`config.mk`:
```
export PLATFORM = sky130hd
export DESIGN_NAME = conv_allocator
export DESIGN_NICKNAME = d
export VERILOG_FILES = /design/src/rtl/conv_pkg.sv /design/src/rtl/conv_allocator_mac.sv /design/src/rtl/conv_allocator.sv
export SDC_FILE = /design/constraint.sdc
export NUM_CORES = 2
export LEC_CHECK = 0
export CELL_PAD_IN_SITES_DETAIL_PLACEMENT = 1
export CELL_PAD_IN_SITES_GLOBAL_PLACEMENT = 1
export CORE_AREA = 2 2 243 245
export DETAILED_ROUTE_END_ITERATION = 7
export DIE_AREA = 0 0 245 247
export HOLD_SLACK_MARGIN = 0.1
export PLACE_DENSITY_LB_ADDON = 0.1
export SLEW_MARGIN = 20
export SYNTH_ARGS = -nofsm -noshare
export SYNTH_HDL_FRONTEND = slang
export SYNTH_SLANG_ARGS = --single-unit
export TNS_END_PERCENT = 20
```
`constraint.sdc`:
```
create_clock -name clk -period 17.3 [get_ports clk]
set_clock_uncertainty 0.2 [all_clocks]
set_input_delay 2.595 -clock clk [delete_from_list [all_inputs] [get_ports clk]]
set_output_delay 2.595 -clock clk [all_outputs]
set_load 0.02 [all_outputs]
```
`src/rtl/conv_pkg.sv`:
```
// Shared constants and state encoding for the convolution allocator slice.
// Imported by the allocator top and its MAC pipeline.
package conv_pkg;

  localparam int DATA_W    = 18;
  localparam int ACC_W     = 48;
  localparam int WADDR_W   = 14;
  localparam int COORD_W   = 8;
  localparam int DEPTH_W   = 9;
  localparam int TAP_CNT_W = 14;

  typedef enum logic [1:0] {
    ST_IDLE,
    ST_ACC,
    ST_DONE
  } state_t;

endpackage

```
`src/rtl/conv_allocator_mac.sv`:
```
// Multiply-accumulate pipeline: aligns pixel with weight RAM latency,
// registers the product, accumulates and counts taps.
module conv_allocator_mac #(
  parameter int DATA_W = 18,
  parameter int ACC_W  = 48,
  parameter int CNT_W  = 14
) (
  input  logic                     clk,
  input  logic                     rst,
  input  logic                     clear,
  input  logic                     in_valid,
  input  logic signed [DATA_W-1:0] in_data,
  input  logic signed [DATA_W-1:0] weight,
  input  logic [CNT_W-1:0]         n_taps,
  output logic signed [ACC_W-1:0]  acc_next,
  output logic                     done
);

  logic                       p_valid;
  logic signed [DATA_W-1:0]   p_data;
  logic                       m_valid;
  logic signed [2*DATA_W-1:0] m_prod;
  logic signed [ACC_W-1:0]    acc;
  logic [CNT_W-1:0]           cnt;

  assign acc_next = acc + ACC_W'(m_prod);
  assign done     = m_valid && (cnt + CNT_W'(1) == n_taps);

  // pixel waits one cycle here while the weight read completes
  always_ff @(posedge clk or posedge rst) begin
    if (rst) begin
      p_valid <= 1'b0;
      p_data  <= '0;
      m_valid <= 1'b0;
      m_prod  <= '0;
      acc     <= '0;
      cnt     <= '0;
    end else if (clear) begin
      p_valid <= 1'b0;
      p_data  <= '0;
      m_valid <= 1'b0;
      m_prod  <= '0;
      acc     <= '0;
      cnt     <= '0;
    end else begin
      p_valid <= in_valid;
      p_data  <= in_data;
      m_valid <= p_valid;
      m_prod  <= p_data * weight;
      if (m_valid) begin
        acc <= acc_next;
        cnt <= cnt + CNT_W'(1);
      end
    end
  end

endmodule

```
`src/rtl/conv_allocator.sv`:
```
// Per-slot convolution allocator: window hit detect, weight addressing,
// centre/shadow control and result hand-off.
module conv_allocator #(
  parameter int DATA_W  = conv_pkg::DATA_W,
  parameter int ACC_W   = conv_pkg::ACC_W,
  parameter int WADDR_W = conv_pkg::WADDR_W
) (
  input  logic                              clk,
  input  logic                              rst,
  input  logic [1:0]                        filter_halfsize,
  input  logic [conv_pkg::DEPTH_W-1:0]      image_depth,
  input  logic [conv_pkg::COORD_W-1:0]      position_x,
  input  logic [conv_pkg::COORD_W-1:0]      position_y,
  input  logic                              position_select,
  input  logic [conv_pkg::COORD_W-1:0]      issue_x,
  input  logic [conv_pkg::COORD_W-1:0]      issue_y,
  input  logic [conv_pkg::DEPTH_W-1:0]      issue_z,
  input  logic [DATA_W-1:0]                 issue_data,
  input  logic                              issue_en,
  output logic                              issue_block,
  output logic [WADDR_W-1:0]                weight_read_addr,
  input  logic [DATA_W-1:0]                 weight_read_data,
  output logic [conv_pkg::COORD_W-1:0]      result_x,
  output logic [conv_pkg::COORD_W-1:0]      result_y,
  output logic [ACC_W-1:0]                  result_data,
  output logic                              result_valid,
  input  logic                              result_ack
);

  import conv_pkg::*;

  state_t state, state_nx;

  logic [COORD_W-1:0] cx, cy, sh_x, sh_y;
  logic               sh_full;

  logic                     s0_valid;
  logic signed [DATA_W-1:0] s0_data;

  logic signed [COORD_W:0] dx, dy, hs;
  logic                    hit;
  logic [2:0]              side, ux, uy;
  logic [4:0]              tap;
  logic [14:0]             addr_sum;
  logic [TAP_CNT_W-1:0]    n_taps;

  logic signed [ACC_W-1:0] acc_next;
  logic                    mac_done;

  logic load_pos, load_sh, sh_set, sh_clr;
  logic clear, res_set, res_clr;

  // 9-bit signed deltas so a centre near the border cannot wrap
  assign hs  = {{(COORD_W-1){1'b0}}, filter_halfsize};
  assign dx  = {1'b0, issue_x} - {1'b0, cx};
  assign dy  = {1'b0, issue_y} - {1'b0, cy};
  assign hit = issue_en
            && (dx <= hs) && (dx >= -hs)
            && (dy <= hs) && (dy >= -hs);

  assign side     = {filter_halfsize, 1'b1};
  assign ux       = dx[2:0] + {1'b0, filter_halfsize};
  assign uy       = dy[2:0] + {1'b0, filter_halfsize};
  assign tap      = 5'(uy) * 5'(side) + 5'(ux);
  assign addr_sum = 15'(tap) * 15'(image_depth) + 15'(issue_z);
  assign n_taps   = TAP_CNT_W'(side) * TAP_CNT_W'(side)
                  * TAP_CNT_W'(image_depth);

  assign issue_block = sh_full && (state != ST_ACC);

  always_comb begin
    state_nx = state;
    load_pos = 1'b0;
    load_sh  = 1'b0;
    sh_set   = 1'b0;
    sh_clr   = 1'b0;
    clear    = 1'b0;
    res_set  = 1'b0;
    res_clr  = 1'b0;
    unique case (state)
      ST_IDLE: begin
        if (position_select) begin
          load_pos = 1'b1;
          clear    = 1'b1;
          state_nx = ST_ACC;
        end
      end
      ST_ACC: begin
        sh_set = position_select;
        if (mac_done) begin
          res_set  = 1'b1;
          clear    = 1'b1;
          state_nx = ST_DONE;
        end
      end
      ST_DONE: begin
        if (result_ack) begin
          res_clr = 1'b1;
          if (sh_full) begin
            load_sh  = 1'b1;
            sh_clr   = 1'b1;
            sh_set   = position_select;
            clear    = 1'b1;
            state_nx = ST_ACC;
          end else if (position_select) begin
            load_pos = 1'b1;
            clear    = 1'b1;
            state_nx = ST_ACC;
          end else begin
            state_nx = ST_IDLE;
          end
        end else begin
          sh_set = position_select;
        end
      end
      default: state_nx = ST_IDLE;
    endcase
  end

  always_ff @(posedge clk or posedge rst) begin
    if (rst) begin
      state            <= ST_IDLE;
      cx               <= '0;
      cy               <= '0;
      sh_x             <= '0;
      sh_y             <= '0;
      sh_full          <= 1'b0;
      s0_valid         <= 1'b0;
      s0_data          <= '0;
      weight_read_addr <= '0;
      result_x         <= '0;
      result_y         <= '0;
      result_data      <= '0;
      result_valid     <= 1'b0;
    end else begin
      state <= state_nx;
      if (load_pos) begin
        cx <= position_x;
        cy <= position_y;
      end else if (load_sh) begin
        cx <= sh_x;
        cy <= sh_y;
      end
      if (sh_set) begin
        sh_x    <= position_x;
        sh_y    <= position_y;
        sh_full <= 1'b1;
      end else if (sh_clr) begin
        sh_full <= 1'b0;
      end
      s0_valid <= (state == ST_ACC) && hit && !mac_done;
      if ((state == ST_ACC) && hit && !mac_done) begin
        s0_data          <= issue_data;
        weight_read_addr <= addr_sum[WADDR_W-1:0];
      end
      if (res_set) begin
        result_valid <= 1'b1;
        result_data  <= acc_next;
        result_x     <= cx;
        result_y     <= cy;
      end else if (res_clr) begin
        result_valid <= 1'b0;
      end
    end
  end

  conv_allocator_mac #(
    .DATA_W (DATA_W),
    .ACC_W  (ACC_W),
    .CNT_W  (TAP_CNT_W)
  ) u_mac (
    .clk      (clk),
    .rst      (rst),
    .clear    (clear),
    .in_valid (s0_valid),
    .in_data  (s0_data),
    .weight   (weight_read_data),
    .n_taps   (n_taps),
    .acc_next (acc_next),
    .done     (mac_done)
  );

endmodule

```
==> results by group <==
Clocking
  • Clock Root Buffer: sky130_fd_sc_hd__clkbuf_16
  • CTS Buf Count: 31
  • Number of resized instances in the post-cts repair step: 0
  • Quantity of hold-fixing buffers added after cts: 0
  • Number of buffers between clock root and the deepest sink: 3
  • TritonCTS clock tree: built
  • H-tree levels: 1
  • Clock-pin slew on the worst setup and hold paths: 0.06 ns
  • Clock latency at the later pin of the worst-skew pair: 0.60 ns
  • Clock sink count: 251
  • Post-CTS setup-driven buffer insertion count: 0

Synth
  • Number of warning messages in the yosys log: 0
  • Synthesized area: roughly 29000 um^2
  • Count of distinct cell types in the synthesized netlist: 76
  • Top cells by instance count after synthesis: 452 x sky130_fd_sc_hd__inv_1, 387 x sky130_fd_sc_hd__fa_1, 322 x sky130_fd_sc_hd__nand2_1, 251 x sky130_fd_sc_hd__dfrtp_1, 244 x sky130_fd_sc_hd__ha_1
  • Synthesized flop and latch total: around 250
  • Fraction of registers with async set/reset: 1.00
  • Number of enable flip-flop cells after synthesis: 0
  • Sequential element share of the synthesized area: 0.220
  • Synthesized area per cell: 9.71 um^2
  • Post-Syn Nets: 3669
  • Library cell with the largest summed area after synthesis: sky130_fd_sc_hd__fa_1
  • Main synth FF type: sky130_fd_sc_hd__dfrtp_1
  • Number of instances in the synthesized netlist: slightly below 3k
  • Most numerous cell in the Yosys netlist: sky130_fd_sc_hd__inv_1
  • Leading cell types by total area after synthesis: sky130_fd_sc_hd__fa_1 27%, sky130_fd_sc_hd__dfrtp_1 22%, sky130_fd_sc_hd__ha_1 11%
  • Top cell type's share of synthesized area: 0.271

Timing
  • Final sum of negative setup slack: 0 ns
  • Final min period: approximately 11 ns
  • Final worst-path setup slack: approximately 6.8 ns
  • Final clock period utilization by the worst path: 0.609
  • Slew at the pin closest to its max-slew limit: 1.07 ns
  • RSZ-0062 raised after global routing: no
  • Maximum clock frequency: 0.0950 GHz
  • Worst rel slew slack: 0.281
  • Setup-violating endpoint count in the final report: 0
  • Number of slew-limit violations in the final report: 0
  • Count of final hold-check violations: 0

Cells and area
  • Net count reported at finish: 3782
  • Count of filler cells inserted in the layout: about 6.5k
  • Area delta synth->final: 11.9%
  • Fraction of final layout cells with drive strength greater than 1: 0.0484

Hold path
  • Number of cells on the worst hold path: 1
  • Hold Crit Start: s0_valid
  • Worst hold path class: flip-flop to flip-flop

Setup path
  • Worst path most repeated cell: sky130_fd_sc_hd__fa_1
  • CP max FO: 9
  • Required time reported for the critical path endpoint: 17.57 ns
  • Element type at the critical path end: flip-flop
  • Slowest Stage Delay on Critical Path: 0.58 ns
  • Reg-to-reg startpoint: cy[0]
  • Kind of launch point of the worst setup path: input port
  • Launching instance or port of the critical path: issue_y[0]
  • Category of the critical setup timing path: input port to flip-flop
  • Arrival time at the worst endpoint: 10.80 ns
  • Critical-path top delay cell: sky130_fd_sc_hd__xnor2_1
  • Logic depth of the worst register-to-register path: 31

Placement
  • HPWL Detailed: 60900 um
  • Place WS: approximately 6.2 ns
  • Final weighted congestion in routability-driven placement: 0.871
  • Port bufs: 172

Drt
  • Via density per instance: 5.47
  • Post-route DRC: 0
  • Average routed wire per standard cell: around 20 um
  • DRT Pass-1 Iters: 5
  • Number of DRC markers in iteration 0: 818
  • Via count: 21.1k
  • Total wire length after detailed routing: around 79000 um
  • Antenna violation net count after detailed routing: 0

Floorplan
  • Count of boundary I/O pins: 173
  • Effective utilization at floorplan: 0.491
  • Core Footprint: 58200 um^2
  • Row count: 89
  • Die X-Extent: 245 um
  • Die Y: 247 um
  • Die area: 60500 um^2

Flow run
  • Number of max-cap violations: 0

Global route
  • Number of global-route vias before repair: 24.0k
  • Total global routing overflow: 0
  • Global-route wire length before repair: 128000 um
  • Maximum number of pins on one net before global-route repair: 108
  • Initial antenna violation count: 2
  • Overall routing resource usage: 0.269

Status
  • Run status: completed
-- critical path, delay by kind of cell --
kind / cells / cell delay (ns)
xor gates and xnor gates: 4 / 0.99
adders and majority gates: 10 / 4.15
muxes: 1 / 0.29
AOI/OAI and AO/OA: 10 / 1.84
and+or+nand+nor: 1 / 0.15
buffers and inverters: 7 / 0.80
-- registers in the layout, summed over array words and instances (netlist names), 14 cells and up --
register,count
u_mac.m_prod,36
u_mac.p_data,18
u_mac.acc,48
weight_read_addr,14
u_mac.cnt,14
s0_data,18
result_data,48
-- final timing paths --
| path | slack [ns] | end |
|---|---|---|
| worst max-delay path | 6.77 | weight_read_addr[12] |
| worst min register to register | 0.26 | u_mac.p_valid |
| worst min-delay path | 0.26 | u_mac.p_valid |
| max in group asynchronous | 12.42 | result_data[3] |
| worst max register to register | 8.81 | weight_read_addr[12] |
| min in group asynchronous | 2.39 | sh_x[2] |
-- cells by family after synthesis --
logic type,Yosys count,share of synthesized area
DFF,251,0.220
buffers and inverters,561,0.0764
and+or+nand+nor,824,0.139
AOI/OAI and AO/OA,380,0.0842
muxes,148,0.0558
xor gates and xnor gates,150,0.0469
adders and majority gates,631,0.378
-- metrics by stage --
stage | instance area (um^2) | utilization | hold slack, ns | instances
5_1_grt | 32000 | 0.549 | 0.271 | 3855
6_report | 32000 | 0.549 | 0.261 | 3855
2_1_floorplan | 28600 | - | 0.228 | 2945
4_1_cts | 32000 | 0.549 | 0.267 | 3854
3_5_place_dp | 30900 | 0.531 | 0.255 | 3798
3_3_place_gp | 30900 | 0.531 | 0.236 | 3798
-- area by class of cell --
cell class | instances | area, um^2 | share of cell area
Multi-Input combinational cell | 2133 | 20100 | 0.629
Inverter | 452 | 1700 | 0.0533
Clock inverter | 12 | 120 | 0.00375
Antenna cell | 1 | 2.50 | 0.0000782
Tap cell | 773 | 967 | 0.0302
Clock buffer | 44 | 925 | 0.0289
Timing Repair Buffer | 189 | 1850 | 0.0579
Sequential cell | 251 | 6280 | 0.196
-- placed cells by master (no fill, tap or decap), drive strengths merged, types with 7 or more instances in the layout --
cell / instances
a21oi: 107
nand4: 14
a31oi: 11
and2: 193
clkinv: 7
o21a: 18
nor2b: 27
nor3: 22
nand2: 323
fa: 387
a21o: 50
buf: 17
nor2: 146
o21ai: 109
a211oi: 9
xnor2: 94
clkbuf: 44
inv: 454
and3: 15
nand2b: 33
xor2: 54
mux2i: 58
o21bai: 22
ha: 244
nand3: 28
clkdlybuf4s50: 172
mux2: 90
dfrtp: 251
-- metal layers --
metal,GRT usage,vias up,share of wire
met5,0,-,0.00017
met1,0.356,10971,0.44
met2,0.465,396,0.49
met4,0.0622,2,0.022
li1,-,9602,-
met3,0.0409,111,0.045
Power is not shown: default switching activity piles up to over one toggle a cycle in this logic, so the estimate is an artifact.
